## config.mk

```make
export PLATFORM = sky130hd
export DESIGN_NAME = x_trim_ctx_sched
export DESIGN_NICKNAME = d
export VERILOG_FILES = /design/src/rtl/x_trim_pkg.sv /design/src/rtl/x_trim_ctx_fifo.sv /design/src/rtl/x_trim_ctx_sched.sv
export SDC_FILE = /design/constraint.sdc
export NUM_CORES = 1
export LEC_CHECK = 0
export ABC_AREA = 1
export CAP_MARGIN = 20
export CORE_MARGIN = 2
export CORE_UTILIZATION = 30
export CTS_CLUSTER_DIAMETER = 30
export DETAILED_ROUTE_END_ITERATION = 6
export GPL_ROUTABILITY_DRIVEN = 0
export PLACE_DENSITY = 0.58
export SLEW_MARGIN = 20
export SYNTH_ARGS = -nofsm -noshare
export SYNTH_HDL_FRONTEND = slang
export SYNTH_SLANG_ARGS = --single-unit
```

## constraint.sdc

```tcl
create_clock -name aclk -period 4.95 [get_ports aclk]
set_input_delay 0.99 -clock aclk [delete_from_list [all_inputs] [get_ports aclk]]
set_output_delay 0.99 -clock aclk [all_outputs]
set_load 0.01 [all_outputs]
```

## src/rtl/x_trim_pkg.sv

```systemverilog
// Shared types for the x_trim context scheduler: context record, FSM states, tuser bit map.
// Latency: n/a (types and constants only).
// Backpressure: n/a.
package x_trim_pkg;

    // One crop/scale/reverse context as written by the register file (35 bits).
    typedef struct packed {
        logic        crop_en;
        logic [12:0] x_start;
        logic [12:0] x_size;
        logic [3:0]  x_scale;
        logic        x_reverse;
        logic [2:0]  csc;
    } x_ctx_t;

    typedef enum logic [1:0] {
        IDLE   = 2'd0,
        LOAD   = 2'd1,
        ARMED  = 2'd2,
        ACTIVE = 2'd3
    } sched_state_t;

    // Bit positions inside the snooped AXI-stream tuser.
    localparam int TUSER_SOF = 0;
    localparam int TUSER_EOF = 1;
    localparam int TUSER_SOL = 2;
    localparam int TUSER_EOL = 3;

endpackage

```

## src/rtl/x_trim_ctx_fifo.sv

```systemverilog
// Small show-ahead FIFO of x_ctx_t contexts with flush.
// Latency: push visible at head/level one cycle later; pop_dat is combinational from the head.
// Backpressure: none internally; caller must not push when full unless popping the same cycle.
//
// Ports: aclk/aclk_reset clock and async reset; flush empties the queue; push/push_dat write;
//        pop/pop_dat read head; level/full/empty occupancy.
module x_trim_ctx_fifo
    import x_trim_pkg::*;
#(
    parameter int DEPTH = 2
) (
    input  logic                     aclk,
    input  logic                     aclk_reset,
    input  logic                     flush,
    input  logic                     push,
    input  x_ctx_t                   push_dat,
    input  logic                     pop,
    output x_ctx_t                   pop_dat,
    output logic [$clog2(DEPTH):0]   level,
    output logic                     full,
    output logic                     empty
);
    localparam int AW = $clog2(DEPTH);
    localparam logic [AW:0] FULL_LVL = (AW+1)'(DEPTH);
    localparam logic [AW:0] PTR_ONE  = (AW+1)'(1);

    x_ctx_t      mem [DEPTH];
    // Pointers carry one extra wrap bit so full and empty are distinguishable.
    logic [AW:0] wr_ptr;
    logic [AW:0] rd_ptr;

    always_ff @(posedge aclk or posedge aclk_reset) begin
        if (aclk_reset) begin
            wr_ptr <= '0;
            rd_ptr <= '0;
        end else if (flush) begin
            wr_ptr <= '0;
            rd_ptr <= '0;
        end else begin
            if (push) wr_ptr <= wr_ptr + PTR_ONE;
            if (pop)  rd_ptr <= rd_ptr + PTR_ONE;
        end
    end

    always_ff @(posedge aclk) begin
        if (push && !flush) mem[wr_ptr[AW-1:0]] <= push_dat;
    end

    assign pop_dat = mem[rd_ptr[AW-1:0]];
    assign level   = wr_ptr - rd_ptr;
    assign full    = (level == FULL_LVL);
    assign empty   = (level == '0);

endmodule

```

## src/rtl/x_trim_ctx_sched.sv

```systemverilog
// Per-frame context scheduler: queues validated crop contexts and applies one per frame to x_trim.
// Latency: push->strobe 2 cycles from IDLE; EOF->next strobe 1 cycle.
// Backpressure: stream_en gates upstream until a context is loaded; bad/overflowing pushes are dropped and flagged.
//
// Ports: aclk/aclk_reset clock and async reset; aclk_ctx_* context push; aclk_abort flush;
//        aclk_mon_* snooped x_trim input handshake; aclk_stream_en/aclk_grab_queue_en flow gates;
//        aclk_load_context ping-pong strobe; aclk_x_*/aclk_csc applied context;
//        aclk_q_level, aclk_frame_cnt, aclk_err status.
module x_trim_ctx_sched
    import x_trim_pkg::*;
#(
    parameter int CTX_DEPTH  = 2,
    parameter int MAX_X_SIZE = 8192,
    parameter int CNT_W      = 16
) (
    input  logic                          aclk,
    input  logic                          aclk_reset,
    input  logic                          aclk_ctx_wr,
    input  logic                          aclk_ctx_crop_en,
    input  logic [12:0]                   aclk_ctx_x_start,
    input  logic [12:0]                   aclk_ctx_x_size,
    input  logic [3:0]                    aclk_ctx_x_scale,
    input  logic                          aclk_ctx_x_reverse,
    input  logic [2:0]                    aclk_ctx_csc,
    input  logic                          aclk_abort,
    input  logic                          aclk_mon_tvalid,
    input  logic                          aclk_mon_tready,
    input  logic [3:0]                    aclk_mon_tuser,
    input  logic                          aclk_mon_tlast,
    output logic                          aclk_stream_en,
    output logic                          aclk_grab_queue_en,
    output logic [1:0]                    aclk_load_context,
    output logic                          aclk_x_crop_en,
    output logic [12:0]                   aclk_x_start,
    output logic [12:0]                   aclk_x_size,
    output logic [3:0]                    aclk_x_scale,
    output logic                          aclk_x_reverse,
    output logic [2:0]                    aclk_csc,
    output logic [$clog2(CTX_DEPTH):0]    aclk_q_level,
    output logic [CNT_W-1:0]              aclk_frame_cnt,
    output logic [2:0]                    aclk_err
);
    localparam logic [13:0] MAX_END = 14'(MAX_X_SIZE);

    sched_state_t state;
    logic         pp_idx;
    x_ctx_t       applied;
    x_ctx_t       in_ctx;
    x_ctx_t       head_ctx;
    x_ctx_t       load_ctx;

    logic         fifo_full;
    logic         fifo_empty;
    logic         fifo_push;
    logic         fifo_pop;

    logic         beat;
    logic         sof;
    logic         eof;
    logic [13:0]  ctx_end;
    logic         ctx_ok;
    logic         push_req;
    logic         frame_done;
    logic         load_now;
    logic         unused_mon;

    assign in_ctx = {aclk_ctx_crop_en, aclk_ctx_x_start, aclk_ctx_x_size,
                     aclk_ctx_x_scale, aclk_ctx_x_reverse, aclk_ctx_csc};

    assign beat = aclk_mon_tvalid & aclk_mon_tready;
    assign sof  = beat & aclk_mon_tuser[TUSER_SOF];
    assign eof  = beat & aclk_mon_tlast & aclk_mon_tuser[TUSER_EOF];

    // Line markers are not needed for frame tracking.
    assign unused_mon = &{1'b0, aclk_mon_tuser[TUSER_SOL], aclk_mon_tuser[TUSER_EOL]};

    // 14-bit sum so start+size can never wrap past the range check.
    assign ctx_end  = {1'b0, aclk_ctx_x_start} + {1'b0, aclk_ctx_x_size};
    assign ctx_ok   = (aclk_ctx_x_size != '0) && (ctx_end <= MAX_END);
    assign push_req = aclk_ctx_wr & ctx_ok & ~aclk_abort;

    // A single-beat frame (SOF+EOF while ARMED) completes just like an EOF in ACTIVE.
    assign frame_done = ((state == ACTIVE) & eof) | ((state == ARMED) & sof & eof);

    // IDLE only looks at the registered queue; an EOF also sees a same-cycle push.
    assign load_now = ~aclk_abort &
                      (((state == IDLE) & ~fifo_empty) |
                       (frame_done & (~fifo_empty | push_req)));

    // With an empty queue a load can only come from a same-cycle push at EOF:
    // that context bypasses the FIFO and is applied directly.
    assign fifo_pop  = load_now & ~fifo_empty;
    assign fifo_push = push_req & (~fifo_full | fifo_pop) & ~(load_now & fifo_empty);
    assign load_ctx  = fifo_empty ? in_ctx : head_ctx;

    x_trim_ctx_fifo #(
        .DEPTH (CTX_DEPTH)
    ) u_fifo (
        .aclk       (aclk),
        .aclk_reset (aclk_reset),
        .flush      (aclk_abort),
        .push       (fifo_push),
        .push_dat   (in_ctx),
        .pop        (fifo_pop),
        .pop_dat    (head_ctx),
        .level      (aclk_q_level),
        .full       (fifo_full),
        .empty      (fifo_empty)
    );

    always_ff @(posedge aclk or posedge aclk_reset) begin
        if (aclk_reset) begin
            state             <= IDLE;
            pp_idx            <= 1'b0;
            applied           <= '0;
            aclk_load_context <= 2'b00;
            aclk_frame_cnt    <= '0;
            aclk_err          <= 3'b000;
        end else begin
            aclk_load_context <= 2'b00;

            if (aclk_abort) begin
                state <= IDLE;
            end else begin
                case (state)
                    IDLE:    if (load_now) state <= LOAD;
                    LOAD:    state <= ARMED;
                    ARMED:   if (frame_done) state <= load_now ? LOAD : IDLE;
                             else if (sof)   state <= ACTIVE;
                    ACTIVE:  if (frame_done) state <= load_now ? LOAD : IDLE;
                    default: state <= IDLE;
                endcase
            end

            // Fields and strobe land together on the first LOAD cycle.
            if (load_now) begin
                applied           <= load_ctx;
                aclk_load_context <= pp_idx ? 2'b10 : 2'b01;
                pp_idx            <= ~pp_idx;
            end

            if (frame_done && !aclk_abort) aclk_frame_cnt <= aclk_frame_cnt + CNT_W'(1);

            aclk_err <= aclk_err | {
                (sof & (state == IDLE)),
                (aclk_ctx_wr & ~ctx_ok & ~aclk_abort),
                (push_req & fifo_full & ~fifo_pop)
            };
        end
    end

    assign aclk_stream_en     = (state == ARMED) || (state == ACTIVE);
    assign aclk_grab_queue_en = aclk_stream_en;

    assign aclk_x_crop_en = applied.crop_en;
    assign aclk_x_start   = applied.x_start;
    assign aclk_x_size    = applied.x_size;
    assign aclk_x_scale   = applied.x_scale;
    assign aclk_x_reverse = applied.x_reverse;
    assign aclk_csc       = applied.csc;

endmodule

```

==> qor.csv, run 1 <==
stage,metric,value,unit
critical_path,kind of start point of the critical path,primary input,
floorplanning,count of boundary I/O pins,106,
logic_synthesis,number of distinct standard cells referenced by the synthesized netlist,32,
cells_and_area,fill cell instance count of the final layout,2132,
sta,final count of pins violating max slew,0,
sta,Rel. slew slack,40.8,%
clocking,maximum clock insertion buffer count,2,
logic_synthesis,Syn Nets,814,
clocking,Resize count post-CTS,0,
floorplanning,Floorplan Core Area,21100,um2
pwr,sw frac,29.1,%
sta,setup clock skew after layout,0.00576,ns
global_routing,number of antenna violations at the first check in global routing,1,
global_routing,global-route wire length before repair,26300,um
detailed_routing,total DRC errors in the routed layout,0,
clocking,count of H-tree levels built during CTS,4,
status,outcome,"complete, no violations",
sta,accumulated negative setup slack,0,ns
cells_and_area,fraction of layout instances using a drive strength above 1,6.16,%
logic_synthesis,number of synthesized register bits,133,
placement,number of instances in the placed design,1120,
clocking,"CTS clk-pin slew, worst paths",0.06,ns
global_routing,number of global-route vias before repair,5014,
detailed_routing,detailed-route wire length per cell,14.2,um
detailed_routing,Antenna Nets Post-Route,0,
pwr,logic gate share of total power,25.5,%
clocking,number of CTS-inserted buffers,17,
clocking,# Post-CTS Setup Buffers,0,
detailed_routing,first drt pass iteration count,5,
detailed_routing,Starting DRT DRC Count,298,
detailed_routing,via count of the routed design,5145,
global_routing,total congestion overflow,0,
detailed_routing,vias per inst,4.46,
pwr,Max rail drop VDD,0.256,mV
clocking,master cell of the clock root buffer,sky130_fd_sc_hd__clkbuf_16,
pwr,part of the power in the clock network,34.8,%
placement,total of buffers placed on input and output ports,103,
global_routing,GRT Util Overall,15.2,%
clocking,# hold bufs at CTS,0,
clocking,clock insertion delay at the later pin of the skew report,0.42,ns
placement,DPL Wire Length,11000,um
logic_synthesis,sequential-to-total area share from yosys stat,57.0,%
logic_synthesis,Mapped Avg Cell Area,8.58,um2
floorplanning,starting utilization of the core area,30.6,%
cells_and_area,most frequent cells in the layout,"sky130_fd_sc_hd__nand2_1 (377), sky130_fd_sc_hd__clkdlybuf4s50_1 (103), sky130_fd_sc_hd__edfxtp_1 (70)",
hold_path,Min-Delay Path Class,flop to flop,
critical_path,WS Path Type,primary input to flop,
sta,maximum achievable frequency,244,MHz
critical_path,CP Data Arrival Time,4.21,ns
critical_path,data required time at the worst endpoint,5.06,ns
critical_path,Setup crit end kind,flop,
cells_and_area,Syn-to-layout area delta,31.0,%
sta,unrepaired setup endpoints after global routing,false,
sta,final worst-path setup slack,0.850,ns
cells_and_area,most common library cell in the layout ignoring fill and taps,sky130_fd_sc_hd__nand2_1,
floorplanning,die span in x,151,um
placement,worst slack at placement,0.400,ns
sta,number of failing setup endpoints in the final timing report,0,
floorplanning,die height,151,um
run,number of max-capacitance violations reported,0,
logic_synthesis,Synth async-reset ratio,47.4,%
sta,Period minus WS final,4.10,ns
logic_synthesis,number of flops mapped to enable cells by yosys,70,
pwr,P_leak,0.00390,uW
pwr,internal cell power,2620,uW
logic_synthesis,YS warnings,0,
clocking,TritonCTS clock tree,yes,
pwr,sequential cell fraction of total power,39.7,%
global_routing,largest net degree at the start of global routing,39,
clocking,clock sink count,133,
cells_and_area,Layout Cells excl Fill,1153,
sta,transition time at the pin with the least slew margin,0.882,ns
floorplanning,die outline area,22700,um2
critical_path,Critical Path Fanout Max,14,
floorplanning,Std-Cell Rows,53,
sta,number of hold-slack violations in the final timing report,0,
pwr,Power Density,437,nW/um2
pwr,P_sw,1080,uW
logic_synthesis,cells after synthesis,752,
sta,final clock period utilization by the worst path,82.8,%
logic_synthesis,most frequently used flop master after synthesis,sky130_fd_sc_hd__edfxtp_1,
detailed_routing,Total Routed Length,16300,um
cells_and_area,post-layout net count,926,
logic_synthesis,Syn Std Cell Area,6450,um2
==> Yosys cell counts (all sizes together) (2+ instances only) <==
library cell | count | area [um2]
a31oi | 2 | 12.5
a21oi | 8 | 40.0
o21bai | 2 | 15.0
clkbuf | 15 | 56.3
or2 | 2 | 12.5
xor2 | 10 | 87.6
clkinv | 2 | 7.51
dfrtp | 63 | 1580
buf | 8 | 62.6
edfxtp | 70 | 2100
ha | 15 | 188
inv | 52 | 195
o21ai | 3 | 15.0
nand4 | 10 | 62.6
nor4 | 3 | 18.8
nor2 | 37 | 144
nand2 | 381 | 1440
nand3 | 54 | 288
nand3b | 4 | 30.0
xnor2 | 6 | 52.6
==> logic make-up after synthesis <==
| kind of cell | count (synthesis) | synth area share, % |
|---|---|---|
| buf+inv | 77 | 4.98 |
| compound gates | 18 | 1.63 |
| fa+ha+maj | 16 | 3.22 |
| simple gates | 492 | 31.0 |
| xor+xnor | 16 | 2.17 |
| flops | 133 | 57.0 |
==> final timing paths <==
kind,start,endpoint,slack [ns],cells past startpoint
worst min register to register,pp_idx$_DFFE_PP0N_,aclk_load_context[0]$_DFF_PP0_,0.43,1
worst max register to register,u_fifo.wr_ptr[0]$_DFFE_PP0P_,aclk_x_size[12]$_DFFE_PP0N_,2.06,9
worst min-delay path,pp_idx$_DFFE_PP0N_,aclk_load_context[0]$_DFF_PP0_,0.43,1
worst max-delay path,aclk_ctx_x_start[0],u_fifo.mem[1][27]$_DFFE_PP_,0.85,18
max in group asynchronous,aclk_reset,aclk_x_start[2]$_DFFE_PP0N_,2.96,3
min in group asynchronous,aclk_reset,aclk_frame_cnt[8]$_DFFE_PP0P_,1.07,2
==> layout make-up <==
cell class | count | area [um2] | share of cell area, %
flip-flops and latches | 133 | 3680 | 43.5
clock inverters | 12 | 155 | 1.83
diodes | 1 | 2.50 | 0.0296
repair buffers | 116 | 1170 | 13.8
inverters | 54 | 203 | 2.40
well taps | 275 | 344 | 4.07
clock buffers | 20 | 437 | 5.16
multi-input cells | 542 | 2470 | 29.2
==> stage by stage <==
stage	utilization (%)	power [uW]	hold WS [ns]	cell area [um2]
after global routing	40.1	3900	0.438	8460
after CTS	40.1	3740	0.427	8450
after floorplan	-	1930	0.403	6450
after global placement	37.3	2430	0.414	7860
final	40.1	3690	0.428	8460
after detailed placement	37.3	2440	0.419	7860
==> power groups by stage <==
stage / clock network (uW) / registers (uW) / logic, uW
after floorplan: 0 / 1540 / 387
after global placement: 0 / 1490 / 946
after detailed placement: 0 / 1490 / 956
after CTS: 1310 / 1470 / 961
after global routing: 1360 / 1490 / 1050
final: 1280 / 1470 / 940
==> metal layers <==
layer / routed length, um / vias up / share of wire, % / track usage (%)
met3: 689 / 10 / 4.2 / 3.67
met5: 0 / - / 0 / 0
li1: - / 2622 / - / -
met4: 165 / 0 / 1.0 / 4.53
met1: 7570 / 2396 / 46 / 19.5
met2: 7910 / 117 / 48 / 25.5
==> sequential cells by signal, summed over array words and instances, names as in the netlist, 2 cells and up <==
name / cells
aclk_csc: 3
aclk_err: 3
aclk_frame_cnt: 16
aclk_load_context: 2
aclk_x_scale: 4
aclk_x_size: 13
aclk_x_start: 13
state: 2
u_fifo.mem: 70
u_fifo.rd_ptr: 2
u_fifo.wr_ptr: 2
==> critical path, stage by stage <==
cell,delay [ns]
sky130_fd_sc_hd__clkdlybuf4s50_1,0.53
sky130_fd_sc_hd__ha_1,0.26
sky130_fd_sc_hd__fa_1,0.43
sky130_fd_sc_hd__or2_2,0.28
sky130_fd_sc_hd__nor2_1,0.14
sky130_fd_sc_hd__nand3_1,0.09
sky130_fd_sc_hd__nor2_1,0.08
sky130_fd_sc_hd__nand3_1,0.11
sky130_fd_sc_hd__nor2_1,0.10
sky130_fd_sc_hd__nand3_1,0.09
sky130_fd_sc_hd__nand2_2,0.09
sky130_fd_sc_hd__nand3_2,0.10
sky130_fd_sc_hd__nand2_2,0.12
sky130_fd_sc_hd__nand3_4,0.08
sky130_fd_sc_hd__nand2_1,0.15
sky130_fd_sc_hd__nand2_1,0.13
sky130_fd_sc_hd__nor2_4,0.14
sky130_fd_sc_hd__buf_4,0.26
(Power assumes the default switching activity.)
==> inputs of run 2 (changes only) <==
clock period = 3.9 ns   (was 4.95 ns; I/O delays follow)
==> run 2 against run 1 <==
  * Clock power up 24%
  * Clock skew up 0.0027 ns
  * Cell count up 2.7%
  * Sequential cell count unchanged
  * Die area unchanged
  * Via count up 1.6%
  * Design area up 3.9%
  * First-iteration DRC count up 3.4%
==> qor.csv, run 2 (synthesized netlist as in run 1, its figures left out) <==
stage,metric,value,unit,change
detailed_routing,Antenna Nets Post-Route,0,,unchanged
detailed_routing,Starting DRT DRC Count,308,,was 298
critical_path,WS Path Type,primary input to flop,,unchanged
pwr,Power Density,531,nW/um2,was 437 nW/um2
pwr,total design power,4660,uW,was 3690 uW
hold_path,number of cells traversed by the worst hold path,1,,unchanged
critical_path,critical path's most frequent cell,sky130_fd_sc_hd__nand2_2,,
sta,setup clock skew after layout,0.00848,ns,was 0.00576 ns
sta,Rel. slew slack,39.8,%,was 40.8%
detailed_routing,via count of the routed design,5225,,was 5145
global_routing,global-route wire length before repair,26500,um,was 26300 um
critical_path,kind of start point of the critical path,primary input,,unchanged
critical_path,CP Depth,19,,was 18
clocking,count of H-tree levels built during CTS,4,,unchanged
sta,number of hold-slack violations in the final timing report,0,,unchanged
detailed_routing,first drt pass iteration count,4,,was 5
clocking,clock insertion delay at the later pin of the skew report,0.42,ns,about the same
cells_and_area,Syn-to-layout area delta,36.1,%,was 31.0%
detailed_routing,detailed-route wire length per cell,14.0,um,was 14.2 um
global_routing,number of antenna violations at the first check in global routing,0,,was 1
global_routing,GRT Util Overall,15.4,%,was 15.2%
critical_path,worst path cell trace,clkdlybuf4s50_1 -> ha_2 -> fa_1 -> or2_2 -> nor2_2 -> nand3_1 -> nor2_1 -> nand3_1 -> nor2_1 -> nand3_1 -> nand2_2 -> nand3_4 -> nand2_2 -> nand3_4 -> nand2_2 -> nand2_2 -> nor2_4 -> buf_12 -> clkbuf_16,,was clkdlybuf4s50_1 -> ha_1 -> fa_1 -> or2_2 -> nor2_1 -> nand3_1 -> nor2_1 -> nand3_1 -> nor2_1 -> nand3_1 -> nand2_2 -> nand3_2 -> nand2_2 -> nand3_4 -> nand2_1 -> nand2_1 -> nor2_4 -> buf_4
floorplanning,die outline area,22700,um2,unchanged
detailed_routing,total DRC errors in the routed layout,0,,unchanged
critical_path,Setup crit end kind,flop,,unchanged
sta,worst hold slack,0.421,ns,was 0.428 ns
critical_path,data required time at the worst endpoint,4.03,ns,was 5.06 ns
critical_path,family with the most delay on the worst path,simple AND/OR/NAND/NOR gates,,unchanged
clocking,# hold bufs at CTS,0,,unchanged
clocking,number of CTS-inserted buffers,17,,unchanged
floorplanning,die span in x,151,um,unchanged
sta,transition time at the pin with the least slew margin,0.902,ns,was 0.882 ns
sta,Period minus WS final,3.74,ns,
cells_and_area,fill cell instance count of the final layout,2075,,was 2132
clocking,TritonCTS clock tree,yes,,unchanged
cells_and_area,most common library cell in the layout ignoring fill and taps,sky130_fd_sc_hd__nand2_1,,unchanged
global_routing,number of global-route vias before repair,5110,,was 5014
pwr,Max rail drop VDD,0.293,mV,was 0.256 mV
cells_and_area,Layout Cells excl Fill,1184,,was 1153
critical_path,highest-delay cell along the critical path,sky130_fd_sc_hd__clkdlybuf4s50_1,,unchanged
cells_and_area,most frequent cells in the layout,"sky130_fd_sc_hd__nand2_1 (375), sky130_fd_sc_hd__clkdlybuf4s50_1 (103), sky130_fd_sc_hd__edfxtp_1 (70)",,"was sky130_fd_sc_hd__nand2_1 (377), sky130_fd_sc_hd__clkdlybuf4s50_1 (103), sky130_fd_sc_hd__edfxtp_1 (70)"
sta,unrepaired setup endpoints after global routing,false,,unchanged
status,outcome,"complete, no violations",,unchanged
sta,final clock period utilization by the worst path,95.9,%,
cells_and_area,Finished Core Util,41.6,%,was 40.1%
pwr,P_leak,0.00408,uW,was 0.00390 uW
sta,accumulated negative setup slack,0,ns,unchanged
placement,number of instances in the placed design,1148,,was 1120
floorplanning,Floorplan Core Area,21100,um2,unchanged
floorplanning,starting utilization of the core area,30.6,%,unchanged
floorplanning,Std-Cell Rows,53,,unchanged
placement,total of buffers placed on input and output ports,103,,unchanged
floorplanning,count of boundary I/O pins,106,,unchanged
floorplanning,die height,151,um,unchanged
sta,maximum achievable frequency,267,MHz,
cells_and_area,post-layout net count,958,,was 926
global_routing,largest net degree at the start of global routing,41,,was 39
cells_and_area,sequential standard cell area,3680,um2,unchanged
detailed_routing,vias per inst,4.41,,was 4.46
clocking,clock sink count,133,,unchanged
cells_and_area,number of inserted diodes,0,,was 1
global_routing,total congestion overflow,0,,unchanged
sta,number of failing setup endpoints in the final timing report,0,,unchanged
cells_and_area,fraction of layout instances using a drive strength above 1,10.3,%,was 6.16%
clocking,maximum clock insertion buffer count,2,,unchanged
detailed_routing,Total Routed Length,16500,um,was 16300 um
cells_and_area,number of flip-flops under the largest register name,70,,unchanged
hold_path,Min-Delay Path Class,flop to flop,,unchanged
critical_path,CP Data Arrival Time,3.87,ns,was 4.21 ns
critical_path,worst reg2reg path depth,10,,was 9
sta,final count of pins violating max slew,0,,unchanged
critical_path,Critical Path Fanout Max,7,,was 14
critical_path,total buffers and inverters traversed by the critical path,3,,was 2
run,number of max-capacitance violations reported,0,,unchanged
critical_path,Critical Path Max Stage Delay,0.51,ns,was 0.53 ns
cells_and_area,combined area of the multi-input logic cells,2490,um2,was 2470 um2
clocking,"CTS clk-pin slew, worst paths",0.06,ns,about the same
placement,DPL Wire Length,11500,um,was 11000 um
clocking,master cell of the clock root buffer,sky130_fd_sc_hd__clkbuf_16,,unchanged
run 2: cell count changes in the layout (fill, tap and decap cells not counted), moves of 2 or more:
cell	delta
sky130_fd_sc_hd__clkbuf_1	-2
sky130_fd_sc_hd__inv_6	+4
sky130_fd_sc_hd__clkbuf_16	+2
sky130_fd_sc_hd__buf_12	+2
sky130_fd_sc_hd__nand2_2	+2
sky130_fd_sc_hd__buf_6	+2
sky130_fd_sc_hd__buf_4	+26
sky130_fd_sc_hd__nand2_1	-2
sky130_fd_sc_hd__clkinv_4	-2
run 2: cell type report:
cell class                 instances  area share (%)
clock buffer                      19            5.04
tap                              275            3.92
inverter                          54            2.31
sequential                       133            41.9
multi-input combinational        542            28.4
clock inverter                    13            1.67
timing repair buffer             148            16.8
run 2: path summary, 6_finish.rpt:
check / from / endpoint / slack, ns
min in group asynchronous: aclk_reset / aclk_frame_cnt[10]$_DFFE_PP0P_ / 0.89
max in group asynchronous: aclk_reset / u_fifo.wr_ptr[0]$_DFFE_PP0P_ / 2.25
min: pp_idx$_DFFE_PP0N_ / aclk_load_context[0]$_DFF_PP0_ / 0.42
max reg2reg: u_fifo.wr_ptr[0]$_DFFE_PP0P_ / u_fifo.mem[1][14]$_DFFE_PP_ / 1.13
min reg2reg: pp_idx$_DFFE_PP0N_ / aclk_load_context[0]$_DFF_PP0_ / 0.42
max: aclk_ctx_x_size[0] / u_fifo.mem[1][14]$_DFFE_PP_ / 0.16
run 2: per-stage QoR:
step | cell area [um2] | worst slack (ns)
after detailed placement | 8080 | -0.293
after global placement | 8080 | -0.221
after CTS | 8670 | 0.147
after floorplan | 6460 | 0.0695
after global routing | 8780 | 0.00412
final | 8780 | 0.160
run 2: repair_timing:
| item | CTS | global route |
|---|---|---|
| setup buffers | 0 | 1 |
| resized for setup | 0 | 7 |
| endpoints found under the setup margin | 0 | 63 |
run 2: per-layer routing:
layer  global-route usage (%)  wire (um)  part of all wire [%]  up-vias
met5                        0          0                     0        -
met2                     26.1       8070                    49      109
met1                     19.6       7630                    46     2412
met3                     3.70        766                   4.6        4
met4                     4.07         68                  0.41        0
li1                         -          -                     -     2700
run 2: power by group:
group	internal, uW	leakage (uW)	switching [uW]
clock network	966	0.000275	622
logic	618	0.00238	600
registers	1730	0.00142	134
total	3310	0.00408	1350
==> inputs of run 3 (changes only) <==
CTS_BUF_LIST = sky130_fd_sc_hd__clkbuf_8   (was default)
==> run 3 against run 2 <==
  * Non-clock buffer count is the same
  * Sequential power is essentially flat
  * Worst setup slack gained 0.037 ns
  * Utilization shrank 0.96 points
  * Die area is the same
  * Hold slack gained 0.0017 ns
  * Critical path depth is the same
  * First-iteration DRC count shrank 5.2%
  * Count of clock-buffer cells in the layout shrank 1
  * Largest cell class unchanged
==> qor.csv, run 3 (synthesized netlist as in run 1, its figures left out) <==
stage,metric,value,unit,change
status,outcome,"complete, no violations",,unchanged
critical_path,family with the most delay on the worst path,simple AND/OR/NAND/NOR gates,,unchanged
placement,DPL Wire Length,11500,um,unchanged
pwr,Max rail drop VDD,0.246,mV,was 0.293 mV
pwr,Power Density,494,nW/um2,was 531 nW/um2
floorplanning,starting utilization of the core area,30.6,%,unchanged
pwr,logic gate share of total power,28.7,%,was 26.1%
floorplanning,die height,151,um,unchanged
global_routing,number of global-route vias before repair,5129,,was 5110
global_routing,number of antenna violations at the first check in global routing,0,,unchanged
pwr,P_sw,1310,uW,was 1350 uW
clocking,master cell of the clock root buffer,sky130_fd_sc_hd__clkbuf_8,,was sky130_fd_sc_hd__clkbuf_16
critical_path,CP Data Arrival Time,3.87,ns,about the same
cells_and_area,fill cell instance count of the final layout,2100,,was 2075
placement,number of instances in the placed design,1148,,unchanged
detailed_routing,Antenna Nets Post-Route,0,,unchanged
clocking,"CTS clk-pin slew, worst paths",0.08,ns,was 0.06 ns
critical_path,WS Path Type,primary input to flop,,unchanged
sta,number of hold-slack violations in the final timing report,0,,unchanged
sta,setup clock skew after layout,0.0170,ns,was 0.00848 ns
cells_and_area,most common library cell in the layout ignoring fill and taps,sky130_fd_sc_hd__nand2_1,,unchanged
floorplanning,Std-Cell Rows,53,,unchanged
critical_path,critical path's most frequent cell,sky130_fd_sc_hd__nand2_2,,unchanged
global_routing,total congestion overflow,0,,unchanged
critical_path,highest-delay cell along the critical path,sky130_fd_sc_hd__clkdlybuf4s50_1,,unchanged
clocking,clock insertion delay at the later pin of the skew report,0.45,ns,was 0.42 ns
detailed_routing,detailed-route wire length per cell,13.8,um,was 14.0 um
detailed_routing,Total Routed Length,16400,um,was 16500 um
clocking,TritonCTS clock tree,yes,,unchanged
cells_and_area,post-layout net count,958,,unchanged
critical_path,Critical Path Fanout Max,7,,unchanged
sta,transition time at the pin with the least slew margin,0.910,ns,was 0.902 ns
clocking,clock sink count,133,,unchanged
clocking,# hold bufs at CTS,0,,unchanged
sta,number of failing setup endpoints in the final timing report,0,,unchanged
sta,maximum achievable frequency,270,MHz,was 267 MHz
cells_and_area,Syn-to-layout area delta,32.9,%,was 36.1%
global_routing,global-route wire length before repair,26300,um,was 26500 um
sta,Period minus WS final,3.70,ns,was 3.74 ns
critical_path,data required time at the worst endpoint,4.07,ns,was 4.03 ns
detailed_routing,Starting DRT DRC Count,292,,was 308
hold_path,Min-Delay Path Class,flop to flop,,unchanged
cells_and_area,fraction of layout instances using a drive strength above 1,10.2,%,was 10.3%
cells_and_area,number of inserted diodes,0,,unchanged
pwr,P_leak,0.00400,uW,was 0.00408 uW
pwr,part of the power in the clock network,27.5,%,was 34.0%
placement,total of buffers placed on input and output ports,103,,unchanged
detailed_routing,total DRC errors in the routed layout,0,,unchanged
cells_and_area,Finished Core Util,40.7,%,was 41.6%
floorplanning,Floorplan Core Area,21100,um2,unchanged
critical_path,kind of start point of the critical path,primary input,,unchanged
sta,final count of pins violating max slew,0,,unchanged
floorplanning,die span in x,151,um,unchanged
critical_path,Setup crit end kind,flop,,unchanged
cells_and_area,most frequent cells in the layout,"sky130_fd_sc_hd__nand2_1 (375), sky130_fd_sc_hd__clkdlybuf4s50_1 (103), sky130_fd_sc_hd__edfxtp_1 (70)",,unchanged
detailed_routing,first drt pass iteration count,4,,unchanged
critical_path,worst path cell trace,clkdlybuf4s50_1 -> ha_2 -> fa_1 -> or2_2 -> nor2_1 -> nand3_1 -> nor2_1 -> nand3_1 -> nor2_1 -> nand3_1 -> nand2_2 -> nand3_2 -> nand2_2 -> nand3_4 -> nand2_2 -> nand2_2 -> nor2_4 -> buf_12 -> clkbuf_16,,was clkdlybuf4s50_1 -> ha_2 -> fa_1 -> or2_2 -> nor2_2 -> nand3_1 -> nor2_1 -> nand3_1 -> nor2_1 -> nand3_1 -> nand2_2 -> nand3_4 -> nand2_2 -> nand3_4 -> nand2_2 -> nand2_2 -> nor2_4 -> buf_12 -> clkbuf_16
cells_and_area,Layout Cells excl Fill,1184,,unchanged
pwr,sw frac,30.9,%,was 29.0%
critical_path,Critical Path Max Stage Delay,0.51,ns,about the same
clocking,count of H-tree levels built during CTS,4,,unchanged
run,number of max-capacitance violations reported,0,,unchanged
detailed_routing,via count of the routed design,5218,,was 5225
pwr,total design power,4240,uW,was 4660 uW
sta,Rel. slew slack,39.3,%,was 39.8%
global_routing,GRT Util Overall,15.2,%,was 15.4%
critical_path,total buffers and inverters traversed by the critical path,3,,unchanged
global_routing,largest net degree at the start of global routing,41,,unchanged
floorplanning,die outline area,22700,um2,unchanged
cells_and_area,number of flip-flops under the largest register name,70,,unchanged
sta,worst hold slack,0.423,ns,was 0.421 ns
clocking,number of CTS-inserted buffers,17,,unchanged
floorplanning,count of boundary I/O pins,106,,unchanged
sta,unrepaired setup endpoints after global routing,false,,unchanged
sta,final clock period utilization by the worst path,95.0,%,was 95.9%
clocking,maximum clock insertion buffer count,2,,unchanged
pwr,internal cell power,2930,uW,was 3310 uW
pwr,sequential cell fraction of total power,43.8,%,was 39.9%
detailed_routing,vias per inst,4.41,,about the same
[run 3: cell types whose count changed in the layout (fill, tap and decap cells not counted), sizes merged]
cell,previous run,this run
inv,57,58
clkbuf,21,20
[run 3: power groups by stage]
| stage | logic [uW] | registers (uW) | clock network (uW) |
|---|---|---|---|
| after floorplan | 493 | 1960 | 0 |
| after global placement | 1210 | 1890 | 0 |
| final | 1220 | 1860 | 1170 |
| after CTS | 1230 | 1860 | 1190 |
| after detailed placement | 1220 | 1890 | 0 |
| after global routing | 1360 | 1890 | 1270 |
[run 3: final cells by class]
cell class	instances	area, um2	area share [%]
Clock inverter	14	150	1.75
Clock buffer	18	248	2.89
Inverter	54	203	2.36
Sequential cell	133	3680	42.9
Tap cell	275	344	4.01
Multi-Input combinational cell	542	2480	28.9
Timing Repair Buffer	148	1470	17.2
[run 3: per-layer routing]
metal | vias to the layer above | global-route usage (%) | share of wire (%)
met5 | - | 0 | 0
met3 | 12 | 3.58 | 4.2
met2 | 120 | 26.0 | 48
met4 | 0 | 3.97 | 0.80
met1 | 2397 | 19.4 | 47
li1 | 2689 | - | -
[run 3: what timing repair did]
item / CTS / global route
setup buffers: 0 / 1
resized for setup: 0 / 5
setup endpoints to repair: 0 / 46
[run 3: worst register-to-register path: cells and delay by family, from the launching register on]
family | cells | cell delay, ns
flops | 1 | 0.39
compound gates | 2 | 0.67
simple gates | 3 | 0.66
buf+inv | 4 | 0.50
fa+ha+maj | 1 | 0.28
[run 3: through the flow]
stage,area (um2),TNS (ns),worst slack [ns]
2_1_floorplan,6460,0,0.0695
3_3_place_gp,8080,-16.81,-0.221
3_5_place_dp,8080,-22.91,-0.293
4_1_cts,8480,0,0.187
5_1_grt,8580,0,0.000159
6_report,8580,0,0.197
[run 3: path summary, 6_finish.rpt]
kind	end	slack (ns)	cells after the start	start
max	u_fifo.mem[1][26]$_DFFE_PP_	0.20	19	aclk_ctx_x_size[0]
min	aclk_load_context[0]$_DFF_PP0_	0.42	1	pp_idx$_DFFE_PP0N_
max reg2reg	u_fifo.mem[1][26]$_DFFE_PP_	1.11	10	u_fifo.wr_ptr[0]$_DFFE_PP0P_
min reg2reg	aclk_load_context[0]$_DFF_PP0_	0.42	1	pp_idx$_DFFE_PP0N_
max in group asynchronous	state[1]$_DFFE_PP0P_	2.29	3	aclk_reset
min in group asynchronous	aclk_frame_cnt[10]$_DFFE_PP0P_	0.85	2	aclk_reset
